[config.mk]
export PLATFORM = sky130hd
export DESIGN_NAME = conbus_dec
export DESIGN_NICKNAME = d
export VERILOG_FILES = /design/src/rtl/conbus_pkg.sv /design/src/rtl/conbus_watchdog.sv /design/src/rtl/conbus_dec.sv
export SDC_FILE = /design/constraint.sdc
export NUM_CORES = 1
export LEC_CHECK = 0
export ABC_AREA = 0
export ABC_CLOCK_PERIOD_IN_PS = 7300
export CORE_AREA = 2 2 309 311
export DETAILED_ROUTE_END_ITERATION = 8
export DIE_AREA = 0 0 311 313
export GPL_TIMING_DRIVEN = 0
export PLACE_DENSITY = 0.4
export SLEW_MARGIN = 30
export SYNTH_ARGS = -nofsm -noshare
export SYNTH_HDL_FRONTEND = slang
export SYNTH_SLANG_ARGS = --single-unit
[constraint.sdc]
create_clock -name sys_clk -period 7.3 [get_ports sys_clk]
set_input_delay 1.095 -clock sys_clk [delete_from_list [all_inputs] [get_ports sys_clk]]
set_output_delay 1.095 -clock sys_clk [all_outputs]
set_load 0.1 [all_outputs]
[src/rtl/conbus_pkg.sv]
// conbus_pkg: shared sizes, FSM encoding and index types for the
// Wishbone slave-side routing stage (conbus_dec).
package conbus_pkg;
    localparam int NMASTER = 7;
    localparam int NSLAVE  = 5;
    localparam int AW      = 32;
    localparam int DW      = 32;

    typedef enum logic [2:0] {
        ST_IDLE    = 3'd0,
        ST_DECODE  = 3'd1,
        ST_ACTIVE  = 3'd2,
        ST_ERRRESP = 3'd3,
        ST_DRAIN   = 3'd4
    } state_t;

    typedef logic [2:0] sidx_t;
    typedef logic [2:0] midx_t;
endpackage

[src/rtl/conbus_watchdog.sv]
// conbus_watchdog: saturating 8-bit cycle counter. Clear has priority over
// enable; o_expire flags that the count has reached TIMEOUT.
module conbus_watchdog #(
    parameter int TIMEOUT = 255
) (
    input  logic i_clk,
    input  logic i_rst_n,
    input  logic i_en,
    input  logic i_clr,
    output logic o_expire
);
    logic [7:0] r_cnt;

    // Count stalled strobe cycles, holding at 8'hFF instead of wrapping
    always_ff @(posedge i_clk or negedge i_rst_n) begin
        if (!i_rst_n) begin
            r_cnt <= '0;
        end else if (i_clr) begin
            r_cnt <= '0;
        end else if (i_en && (r_cnt != 8'hFF)) begin
            r_cnt <= r_cnt + 8'd1;
        end
    end

    assign o_expire = (r_cnt == 8'(TIMEOUT));
endmodule

[src/rtl/conbus_dec.sv]
// conbus_dec: slave-side routing stage downstream of the round-robin arbiter.
// Muxes the granted master onto the shared slave bus, decodes adr[31:29]
// once per bus cycle, and routes ack/err/data back to the owning master.
// Optional watchdog enabled by defining CONBUS_TIMEOUT_EN.
module conbus_dec
    import conbus_pkg::*;
#(
`ifdef CONBUS_TIMEOUT_EN
    parameter int         TIMEOUT = 255,
`endif
    parameter logic [2:0] S0_ADDR = 3'd0,
    parameter logic [2:0] S1_ADDR = 3'd1,
    parameter logic [2:0] S2_ADDR = 3'd2,
    parameter logic [2:0] S3_ADDR = 3'd3,
    parameter logic [2:0] S4_ADDR = 3'd4
) (
    input  logic                  sys_clk,
    input  logic                  sys_rst_n,
    input  logic [NMASTER-1:0]    gnt,
    input  logic [NMASTER*AW-1:0] m_adr,
    input  logic [NMASTER*DW-1:0] m_dat_w,
    input  logic [NMASTER*4-1:0]  m_sel,
    input  logic [NMASTER-1:0]    m_we,
    input  logic [NMASTER-1:0]    m_cyc,
    input  logic [NMASTER-1:0]    m_stb,
    output logic [DW-1:0]         m_dat_r,
    output logic [NMASTER-1:0]    m_ack,
    output logic [NMASTER-1:0]    m_err,
    output logic [AW-1:0]         s_adr,
    output logic [DW-1:0]         s_dat_w,
    output logic [3:0]            s_sel,
    output logic                  s_we,
    output logic [NSLAVE-1:0]     s_cyc,
    output logic [NSLAVE-1:0]     s_stb,
    input  logic [NSLAVE*DW-1:0]  s_dat_r,
    input  logic [NSLAVE-1:0]     s_ack,
    input  logic [NSLAVE-1:0]     s_err
);
    state_t             r_state;
    sidx_t              r_sel;
    logic               r_hit;
    logic [NMASTER-1:0] r_gnt;

    midx_t              w_gidx;
    logic               w_gvld;
    logic [NMASTER-1:0] w_gone;
    logic               w_cyc;
    logic               w_stb;
    logic [NSLAVE-1:0]  w_match;
    logic               w_multi;
    logic               w_hit;
    sidx_t              w_didx;
    logic               w_gchg;
    logic               w_act;
    logic               w_sack;
    logic               w_serr;
    logic               w_timeout;

    // Lowest set grant bit selects the master; no grant selects nothing
    always_comb begin
        w_gidx = '0;
        w_gvld = 1'b0;
        for (int i = NMASTER - 1; i >= 0; i--) begin
            if (gnt[i]) begin
                w_gidx = midx_t'(i);
                w_gvld = 1'b1;
            end
        end
    end

    assign w_gone = gnt & (~gnt + 7'd1);

    // Master bundle mux onto the shared slave-side signals
    always_comb begin
        s_adr   = '0;
        s_dat_w = '0;
        s_sel   = '0;
        s_we    = 1'b0;
        w_cyc   = 1'b0;
        w_stb   = 1'b0;
        if (w_gvld) begin
            s_adr   = m_adr[AW*int'(w_gidx) +: AW];
            s_dat_w = m_dat_w[DW*int'(w_gidx) +: DW];
            s_sel   = m_sel[4*int'(w_gidx) +: 4];
            s_we    = m_we[w_gidx];
            w_cyc   = m_cyc[w_gidx];
            w_stb   = m_stb[w_gidx];
        end
    end

    // A valid hit needs exactly one matching slave window
    assign w_match = {(s_adr[31:29] == S4_ADDR), (s_adr[31:29] == S3_ADDR),
                      (s_adr[31:29] == S2_ADDR), (s_adr[31:29] == S1_ADDR),
                      (s_adr[31:29] == S0_ADDR)};
    assign w_multi = |(w_match & (w_match - 5'd1));
    assign w_hit   = (|w_match) && !w_multi;

    // Lowest matching slave index
    always_comb begin
        w_didx = '0;
        for (int j = NSLAVE - 1; j >= 0; j--) begin
            if (w_match[j]) begin
                w_didx = sidx_t'(j);
            end
        end
    end

    // Any grant movement away from the captured owner aborts the cycle
    assign w_gchg = (gnt != r_gnt);
    assign w_act  = (r_state == ST_ACTIVE) && !w_gchg;
    assign w_sack = s_ack[r_sel];
    assign w_serr = s_err[r_sel];

`ifdef CONBUS_TIMEOUT_EN
    logic w_wd_en;
    logic w_expire;

    assign w_wd_en = w_act && w_stb && !w_sack && !w_serr;

    conbus_watchdog #(
        .TIMEOUT (TIMEOUT)
    ) u_wd (
        .i_clk    (sys_clk),
        .i_rst_n  (sys_rst_n),
        .i_en     (w_wd_en),
        .i_clr    (!w_wd_en),
        .o_expire (w_expire)
    );

    assign w_timeout = w_wd_en && w_expire;
`else
    assign w_timeout = 1'b0;
`endif

    // Bus-cycle FSM: capture decode once, then hold the select for the cycle
    always_ff @(posedge sys_clk or negedge sys_rst_n) begin
        if (!sys_rst_n) begin
            r_state <= ST_IDLE;
            r_sel   <= '0;
            r_hit   <= 1'b0;
            r_gnt   <= '0;
        end else begin
            case (r_state)
                ST_IDLE: begin
                    if (w_cyc && w_stb) begin
                        r_sel   <= w_didx;
                        r_hit   <= w_hit;
                        r_gnt   <= gnt;
                        r_state <= ST_DECODE;
                    end
                end
                ST_DECODE: begin
                    if (w_gchg)     r_state <= ST_IDLE;
                    else if (r_hit) r_state <= ST_ACTIVE;
                    else            r_state <= ST_ERRRESP;
                end
                ST_ACTIVE: begin
                    if (w_gchg || !w_cyc) r_state <= ST_IDLE;
                    else if (w_timeout)   r_state <= ST_ERRRESP;
                end
                ST_ERRRESP: begin
                    if (w_gchg) r_state <= ST_IDLE;
                    else        r_state <= ST_DRAIN;
                end
                ST_DRAIN: begin
                    if (w_gchg || !w_cyc) r_state <= ST_IDLE;
                end
                default: r_state <= ST_IDLE;
            endcase
        end
    end

    // Combinational forwarding to the selected slave and back to the owner
    always_comb begin
        s_cyc   = '0;
        s_stb   = '0;
        m_ack   = '0;
        m_err   = '0;
        m_dat_r = '0;
        if (w_act) begin
            s_cyc[r_sel] = w_cyc;
            s_stb[r_sel] = w_stb;
            m_dat_r      = s_dat_r[DW*int'(r_sel) +: DW];
            if (w_serr)      m_err = w_gone;
            else if (w_sack) m_ack = w_gone;
        end else if ((r_state == ST_ERRRESP) && !w_gchg) begin
            m_err = w_gone;
        end
    end
endmodule
Yosys cells after proc, flatten, opt, wreduce, memory -nomap -nowiden. Cells that the tools add are included.

Output and inout port bits: 125. Logic and storage cells: 97. Input port bits: 676. Flip-flop bits (word level): 14.

Bitwise gates (word level): 5. Reductions and logical operators: 16. Order comparisons: 3. Shifts and indexed selects: 4. Add/subtract/negate cells: 2. Muxes and demuxes: 52. Equal/unequal tests: 11.

Operator list (count): $shiftx 224x9->32 (2); $shiftx 160x9->32 (1); $mux 32 (3); $mux 3 (15); $mux 7 (6); $shiftx 28x6->4 (1); $mux 1 (17); $and 5x5->5 (3); $bmux 1 s3 (5); $eq 3x2->1 const B (4); $pmux 3 s4 (1); $mux 5 (2); $reduce_or 5->1 (2); $lt 3x4->1 const B (2); $add 7x1->7 const B (1); $and 7x7->7 (1); $ne 7x7->1 (1); $not 7->7 (1); $eq 3x1->1 const B (2); $eq 3x3->1 const B (2); $logic_not 3->1 (2); $logic_and 1x1->1 (5); $sub 5x1->5 const B (1); $mux 4 (1); 9 further kinds (12).

Logic depth before layout (Yosys ltp). Gate-level depths: netlist (run 1).

Word-level depth: 15. Depth in mapped cells: 10. Mapped depth without buffers: 7.

Worst setup path after synthesis (run 1). Ideal clock, no wire load.

Kind: input to output. Start point: in gnt[3]. End point: out s_stb[0]. Required time: 6.205 ns. Arrival: 5.628 ns. Buffers on the path: 2. Stages: 9. Setup slack: 0.577 ns. Cells stage by stage: buf_2 or4_1 buf_2 nor2_4 nand3_1 a31oi_1 a2111oi_2 or2_2 nor4_1.

Word-level cells in the longest chain between the ends: 9. Elaborated cells on any way between the ends: 16. Those cells by class: eq/ne: 1; mux: 12; bitwise: 1; reduce/logical: 2.

RTL lines: start, declared (line conbus_dec.sv:19) `input logic [NMASTER-1:0] gnt,`; $mux 3 (4 in series) (line conbus_dec.sv:64) `if (gnt[i]) begin`; $bmux 1 s3 (line conbus_dec.sv:87) `w_stb = m_stb[w_gidx];`; $mux 1 (implied by the code) (line conbus_dec.sv:87); $mux 1 (line conbus_dec.sv:81) `if (w_gvld) begin`; $and 5x5->5 (no source line); $mux 5 (*) (line conbus_dec.sv:180) `if (w_act) begin`; end, declared (line conbus_dec.sv:34) `output logic [NSLAVE-1:0] s_stb,`.

Every way passes the cells marked *; elsewhere a longest branch is shown, timed or not. The select of a mux whose other input is x is not followed.

Worst setup path after layout (run 1).
Start point: in gnt[6]. End point: out s_adr[4].

Word-level cells in the longest chain between the ends: 9. Elaborated cells on any way between the ends: 16. Those cells by class: shift: 1; mux: 15.

RTL lines: $mux 3 (7 in series) (line conbus_dec.sv:64); $shiftx 224x9->32 (line conbus_dec.sv:82) `s_adr = m_adr[AW*int'(w_gidx) +: AW];`; $mux 32 (*) (line conbus_dec.sv:81); end, declared (line conbus_dec.sv:29) `output logic [AW-1:0] s_adr,`.

Every way passes the cells marked *; elsewhere a longest branch is shown, timed or not.

==> summary.md, run 1 <==
| Metric | Value |
|---|---|
| Max frequency | `141 MHz` |
| Largest net degree at the start of global routing | `15` |
| Via density | `3.77` |
| Synth-to-layout area growth | `145%` |
| CTS Buf Count | `3` |
| Initial DRC Count | `765` |
| Drt total wl | `87100 µm` |
| Post-synthesis async set-or-reset flop share | `100%` |
| Layer with the highest usage | `met2` |
| DR vias | `12100` |
| GRT met2 Usage | `31.9%` |
| CP Class | `input port to output pin` |
| Setup-failing EPs final | `0` |
| Syn Nets | `1802` |
| CORE AREA | `0.0942 mm²` |
| CTS tree | `yes` |
| Count of state elements after synthesis | `14` |
| Post-route minimum period | `7.07 ns` |
| Final instance count without filler cells | `3202` |
| Pwr/cell area | `121 mW/mm²` |
| First-pass GRT wire length | `112000 µm` |
| Rel. slew slack | `30.5%` |
| CTS Buffer Depth | `2` |
| Postcts setup bufs | `0` |
| Pre-Repair DR Iteration Count | `5` |
| Post-route DRC | `0` |
| Data arrival, critical path | `5.97 ns` |
| Most frequent cells in the layout | `clkdlybuf4s50_1 (738), nand2_1 (267), a21oi_1 (168)` |
| Clock skew | `0.00234 ns` |
| GRT Total Usage | `17.0%` |
| RD Place Congestion | `0.919` |
| Vias in the first global route | `12300` |
| Clk root buf | `clkbuf_16` |
| Synth warnings | `0` |
| Post-Syn Area | `0.00662 mm²` |
| Worst Path Max Fanout | `10` |
| # IOs | `801` |
| IO Port Bufs | `794` |
| Sequential area share after synthesis | `5.30%` |
| Commonest non-fill, non-tap cell in the layout | `clkdlybuf4s50_1` |
| Maximum VDD drop | `0.0554 mV` |
| Initial antenna violation count | `46` |
| Worst-skew pair later-pin latency | `0.25 ns` |
| Proportion of layout cells with a drive suffix above 1 | `6.75%` |
| H-tree depth | `1` |
| Period utilization | `96.8%` |
| Total grt overflow | `0` |
| Leak | `5.98 nW` |
| Placed insts | `3188` |
| Chip width | `311 µm` |
| Class of the worst hold path | `flop to flop` |
| Fin. max-slew vios | `0` |
| DRT antenna net count | `0` |
| CTS clk-pin slew, worst paths | `0.05 ns` |
| Worst setup SP type | `input port` |
| CP endpoint kind | `output pin` |
| Detailed placer's ending HPWL | `78400 µm` |
| Die area | `0.0973 mm²` |
| Max cap viols | `0` |
| Hold Vio Cnt, Final | `0` |
| Syn Inst Count | `1126` |
| Tot Pwr | `1.96 mW` |
| Post-Syn Area per Cell | `5.87 µm²` |
| Wire per inst | `27.2 µm` |
| Clock sinks | `14` |
| Worst-margin pin slew | `1.04 ns` |
| Met1 Use GR | `19.9%` |
| CP Data Required Time | `6.20 ns` |
| Rows | `113` |
| Initial core utilization | `7.03%` |
| GR Util met3 | `3.78%` |
| Final core utilization | `17.2%` |
| Primary FF master, synth | `dfrtp_1` |
| Final #Nets | `2604` |
| Post-synthesis cell type count | `59` |
| EDFF count, synth | `0` |
| Die height | `313 µm` |
| Status | `finished clean` |
[synth_stat cells (all sizes together) (3+ instances only)]
master | instances | area share [%]
nand2b | 8 | 0.87
nor4 | 4 | 0.47
o22ai | 29 | 2.7
a22oi | 24 | 2.7
or3 | 3 | 0.28
buf | 35 | 2.6
mux2i | 53 | 8.0
o21ai | 58 | 4.4
nor2 | 96 | 5.6
and3 | 4 | 0.38
clkbuf | 79 | 4.5
a32oi | 4 | 0.53
xor2 | 4 | 0.53
nand3 | 129 | 9.8
a21oi | 168 | 13
nand2 | 267 | 15
mux2 | 14 | 2.4
inv | 7 | 0.40
nand3b | 3 | 0.34
mux4 | 29 | 9.9
or3b | 3 | 0.40
dfrtp | 14 | 5.3
a21boi | 3 | 0.40
nor3 | 10 | 1.1
a211oi | 6 | 0.87
nor2b | 38 | 3.6
xnor2 | 3 | 0.40
or2 | 5 | 0.47
[stage by stage]
step           setup TNS, ns  hold slack (ns)  area (µm²)  setup WS, ns
6_report                   0            0.503       16200         0.231
5_1_grt            -0.000276            0.516       16200     -0.000276
4_1_cts                    0            0.507       16200        0.0233
3_5_place_dp           -1.31            0.497       16100        -0.258
3_3_place_gp          -19.82            0.489       16100        -0.972
2_1_floorplan              0            0.478        6620         0.577
[area by class of cell]
| class | instances | area (µm²) |
|---|---|---|
| fill | 11000 | 78000 |
| timing repair buffer | 797 | 7870 |
| multi-input combinational | 991 | 5790 |
| tap | 1265 | 1580 |
| buffer | 114 | 485 |
| sequential | 14 | 350 |
| clock buffer | 4 | 88.8 |
| inverter | 7 | 26.3 |
| antenna | 10 | 25.0 |
[registers in the layout (all words and copies together), names as in the netlist]
signal / count
r_gnt: 7
r_sel: 3
r_state: 3
r_hit: 1
[final timing paths]
| kind | start | endpoint | slack [ns] | cells past startpoint |
|---|---|---|---|---|
| worst max register to register | r_sel[1]$_DFFE_PN0P_ | r_sel[1]$_DFFE_PN0P_ | 4.80 | 4 |
| worst min-delay path | r_gnt[3]$_DFFE_PN0P_ | r_gnt[3]$_DFFE_PN0P_ | 0.50 | 1 |
| max in group asynchronous | sys_rst_n | r_gnt[5]$_DFFE_PN0P_ | 5.55 | 1 |
| worst max-delay path | gnt[6] | s_adr[4] | 0.23 | 9 |
| worst min register to register | r_gnt[3]$_DFFE_PN0P_ | r_gnt[3]$_DFFE_PN0P_ | 0.50 | 1 |
| min in group asynchronous | sys_rst_n | r_gnt[2]$_DFFE_PN0P_ | 1.29 | 1 |
[routing by layer]
| metal | routed length [µm] | share of wire (%) |
|---|---|---|
| met1 | 34700 | 40 |
| met2 | 45200 | 52 |
| met3 | 5860 | 6.7 |
| met4 | 1200 | 1.4 |
| met5 | 100 | 0.11 |
[worst max-delay path, cell delays in order]
cell,delay (ns)
clkdlybuf4s50_1,0.59
or3b_1,0.36
clkbuf_1,0.38
a21boi_4,0.67
clkbuf_2,0.45
buf_1,0.56
buf_1,0.66
a21oi_1,0.15
clkdlybuf4s50_1,1.03
[cells by family (layout without fill, tap and decap cells)]
logic type / count (synthesis) / after routing / share of synthesized area, %
AOI/OAI and AO/OA: 310 / 310 / 26.7
xor gates and xnor gates: 7 / 7 / 0.927
buffers and inverters: 121 / 922 / 7.45
DFF: 14 / 14 / 5.30
muxes: 96 / 96 / 20.3
other: 0 / 10 / 0
and+or+nand+nor: 578 / 578 / 39.3
[report_power, final]
part / switching, mW / internal (mW) / leakage [nW]
sequential: 0.0167 / 0.0969 / 0.174
clock: 0.0339 / 0.0832 / 0.0442
combinational: 1.04 / 0.688 / 5.76
[what timing repair did]
action	4_1_cts	5_1_grt
resized for setup	3	15
endpoints found under the setup margin	12	15
hold buffers	0	0
Note: power is estimated with default switching activity, not from simulation.
==> inputs of run 2 (changes only) <==
--- a/config.mk
+++ b/config.mk
@@ -12,6 +12,7 @@
 export DIE_AREA = 0 0 311 313
 export GPL_TIMING_DRIVEN = 0
 export PLACE_DENSITY = 0.4
+export REMOVE_ABC_BUFFERS = 1
 export SLEW_MARGIN = 30
 export SYNTH_ARGS = -nofsm -noshare
 export SYNTH_HDL_FRONTEND = slang
==> run 2 against run 1 <==
Routed wire length fell by 17%. Count of clock-buffer cells in the layout unchanged. Clock power is 3% lower. Global-route usage is 2.9 points lower. Register-to-register slack better by 0.62 ns. Core utilization rose by 0.24 points. Sequential share of layout area about the same. Maximum frequency rose by 0.58%. Flip-flop and latch count stayed put. Cell count fell by 2.4%. Via count down 6.3%. Non-clock buffer count fell by 67. Largest power group unchanged. Highest routed layer unchanged.
==> summary.md, run 2 (same netlist as run 1, synthesis figures left out) <==
| Metric | Value |
|---|---|
| Uppermost layer routed | `met5 (unchanged)` |
| Worst-margin pin slew | `1.05 ns (was 1.04 ns)` |
| Data arrival, critical path | `5.93 ns (was 5.97 ns)` |
| Wire per inst | `23.2 µm (was 27.2 µm)` |
| Vias in the first global route | `11800 (was 12300)` |
| Detail Route met3 WL | `4460 µm (was 5860 µm)` |
| CTS Hold Buffers Added | `0 (unchanged)` |
| CP endpoint kind | `output pin (unchanged)` |
| Worst Path Max Fanout | `13 (was 10)` |
| First-pass GRT wire length | `97200 µm (was 112000 µm)` |
| Max reg flops | `7 (unchanged)` |
| Largest net degree at the start of global routing | `55 (was 15)` |
| Leak | `5.95 nW (was 5.98 nW)` |
| Class of the worst hold path | `flop to flop (unchanged)` |
| Pre-CTS WS | `-0.0904 ns (was -0.258 ns)` |
| Initial core utilization | `7.03% (unchanged)` |
| Period utilization | `96.3% (was 96.8%)` |
| Setup-failing EPs final | `0 (unchanged)` |
| Synth-to-layout area growth | `149% (was 145%)` |
| Largest Register | `r_gnt (unchanged)` |
| Initial antenna violation count | `20 (was 46)` |
| Post-route DRC | `0 (unchanged)` |
| Met2 routed WL | `36000 µm (was 45200 µm)` |
| Fin area | `0.0164 mm² (was 0.0162 mm²)` |
| Most common cell on crit path | `buf_6` |
| CTS clk-pin slew, worst paths | `0.05 ns (about the same)` |
| Status | `finished clean (unchanged)` |
| Pre-Repair DR Iteration Count | `4 (was 5)` |
| Initial DRC Count | `494 (was 765)` |
| Worst R2R Setup Slack | `5.42 ns (was 4.80 ns)` |
| Maximum VDD drop | `0.0696 mV (was 0.0554 mV)` |
| Rel. slew slack | `30.0% (was 30.5%)` |
| Proportion of layout cells with a drive suffix above 1 | `8.06% (was 6.75%)` |
| Post-route setup slack | `0.272 ns (was 0.231 ns)` |
| GRT Total Usage | `14.1% (was 17.0%)` |
| H-tree depth | `1 (unchanged)` |
| Pwr/cell area | `118 mW/mm² (was 121 mW/mm²)` |
| Top Registers | `r_gnt: 7 flops, r_sel: 3 flops, r_state: 3 flops (unchanged)` |
| Chip width | `311 µm (unchanged)` |
| Worst-skew pair later-pin latency | `0.24 ns (was 0.25 ns)` |
| Hold Vio Cnt, Final | `0 (unchanged)` |
| Post-route minimum period | `7.03 ns (was 7.07 ns)` |
| IO Port Bufs | `800 (was 794)` |
| Crit-path cells | `clkdlybuf4s50_1 -> nor2_1 -> a211oi_4 -> buf_8 -> buf_6 -> buf_6 -> buf_6 -> buf_6 -> buf_6 -> mux2i_1 -> o22ai_1 -> nor2_1 -> a21oi_1 -> clkdlybuf4s50_1 (was clkdlybuf4s50_1 -> or3b_1 -> clkbuf_1 -> a21boi_4 -> clkbuf_2 -> buf_1 -> buf_1 -> a21oi_1 -> clkdlybuf4s50_1)` |
| Placed insts | `3121 (was 3188)` |
| Final core utilization | `17.5% (was 17.2%)` |
| Final #Nets | `2537 (was 2604)` |
| CTS Buffer Depth | `2 (unchanged)` |
| Clock skew | `0.00277 ns (was 0.00234 ns)` |
| Final instance count without filler cells | `3126 (was 3202)` |
| CP max-delay cell | `clkdlybuf4s50_1 (unchanged)` |
| CTS tree | `yes (unchanged)` |
| Placed Area | `0.0163 mm² (was 0.0161 mm²)` |
| RSZ-0062 raised after global routing | `false` |
| RD Place Congestion | `0.861 (was 0.919)` |
| Max cap viols | `0 (unchanged)` |
| Clock sinks | `14 (unchanged)` |
| CP Class | `input port to output pin (unchanged)` |
| Die area | `0.0973 mm² (unchanged)` |
| Drt total wl | `72700 µm (was 87100 µm)` |
| Die height | `313 µm (unchanged)` |
| CP Data Required Time | `6.20 ns (about the same)` |
| Crit-path max cell delay | `1.25 ns (was 1.03 ns)` |
| CORE AREA | `0.0942 mm² (unchanged)` |
| Total grt overflow | `0 (unchanged)` |
| # IOs | `801 (unchanged)` |
| Hold WS | `0.504 ns (was 0.503 ns)` |
| Rows | `113 (unchanged)` |
| Via density | `3.62 (was 3.77)` |
| CTS Buf Count | `3 (unchanged)` |
| Commonest non-fill, non-tap cell in the layout | `clkdlybuf4s50_1 (unchanged)` |
| Fin. max-slew vios | `0 (unchanged)` |
| Worst setup SP type | `input port (unchanged)` |
| DR vias | `11300 (was 12100)` |
| Clk root buf | `clkbuf_16 (unchanged)` |
| Max frequency | `142 MHz (was 141 MHz)` |
| Post-Route M1 WL | `31500 µm (was 34700 µm)` |
| Most frequent cells in the layout | `clkdlybuf4s50_1 (762), nand2_1 (266), a21oi_1 (168) (was clkdlybuf4s50_1 (738), nand2_1 (267), a21oi_1 (168))` |
| DRT antenna net count | `0 (unchanged)` |
| Detailed placer's ending HPWL | `64000 µm (was 78400 µm)` |
==> run 2: cell type report <==
type                            instances  area, µm²
Sequential cell                        14        362
Tap cell                             1265       1580
Clock buffer                            4       88.8
Timing Repair Buffer                  844       8530
Antenna cell                            1       2.50
Fill cell                           10900      77700
Multi-Input combinational cell        991       5850
Inverter                                7       26.3
==> run 2: critical path: cells and delay by family <==
| kind | cells | cell delay [ns] |
|---|---|---|
| AO/OA/AOI/OAI | 3 | 1.12 |
| buffers and inverters | 8 | 3.29 |
| multiplexers | 1 | 0.08 |
| AND/OR/NAND/NOR | 2 | 0.29 |
==> run 2: path summary, 6_finish.rpt <==
kind	cells past startpoint	startpoint	to
setup / recovery	14	gnt[3]	s_dat_w[27]
hold / removal	1	r_gnt[2]$_DFFE_PN0P_	r_gnt[2]$_DFFE_PN0P_
setup reg to reg	3	r_state[1]$_DFFE_PN0P_	r_gnt[5]$_DFFE_PN0P_
hold reg to reg	1	r_gnt[2]$_DFFE_PN0P_	r_gnt[2]$_DFFE_PN0P_
max in group asynchronous	1	sys_rst_n	r_sel[0]$_DFFE_PN0P_
min in group asynchronous	1	sys_rst_n	r_gnt[6]$_DFFE_PN0P_
==> run 2: per-stage QoR <==
stage | setup TNS [ns] | power, mW
2_1_floorplan | -117.56 | 1.03
3_3_place_gp | -711.55 | 1.88
3_5_place_dp | -0.0904 | 1.88
4_1_cts | 0 | 2.00
5_1_grt | 0 | 2.07
6_report | 0 | 1.95
==> run 2: repair_timing <==
action,4_1_cts,5_1_grt
resized for setup,1,0
setup endpoints to repair,1,0
buffers inserted,0,0
==> run 2: where the power goes <==
group | switching (mW) | internal (mW) | total [mW]
Sequential | 0.0506 | 0.0996 | 0.150
Combinational | 0.967 | 0.717 | 1.68
Clock | 0.0298 | 0.0828 | 0.113
==> run 2: layer usage <==
metal / GRT usage, % / vias up
met3: 2.85 / 40
met5: 0 / -
met1: 17.7 / 5291
met2: 25.7 / 509
met4: 1.17 / 12
li1: - / 5464
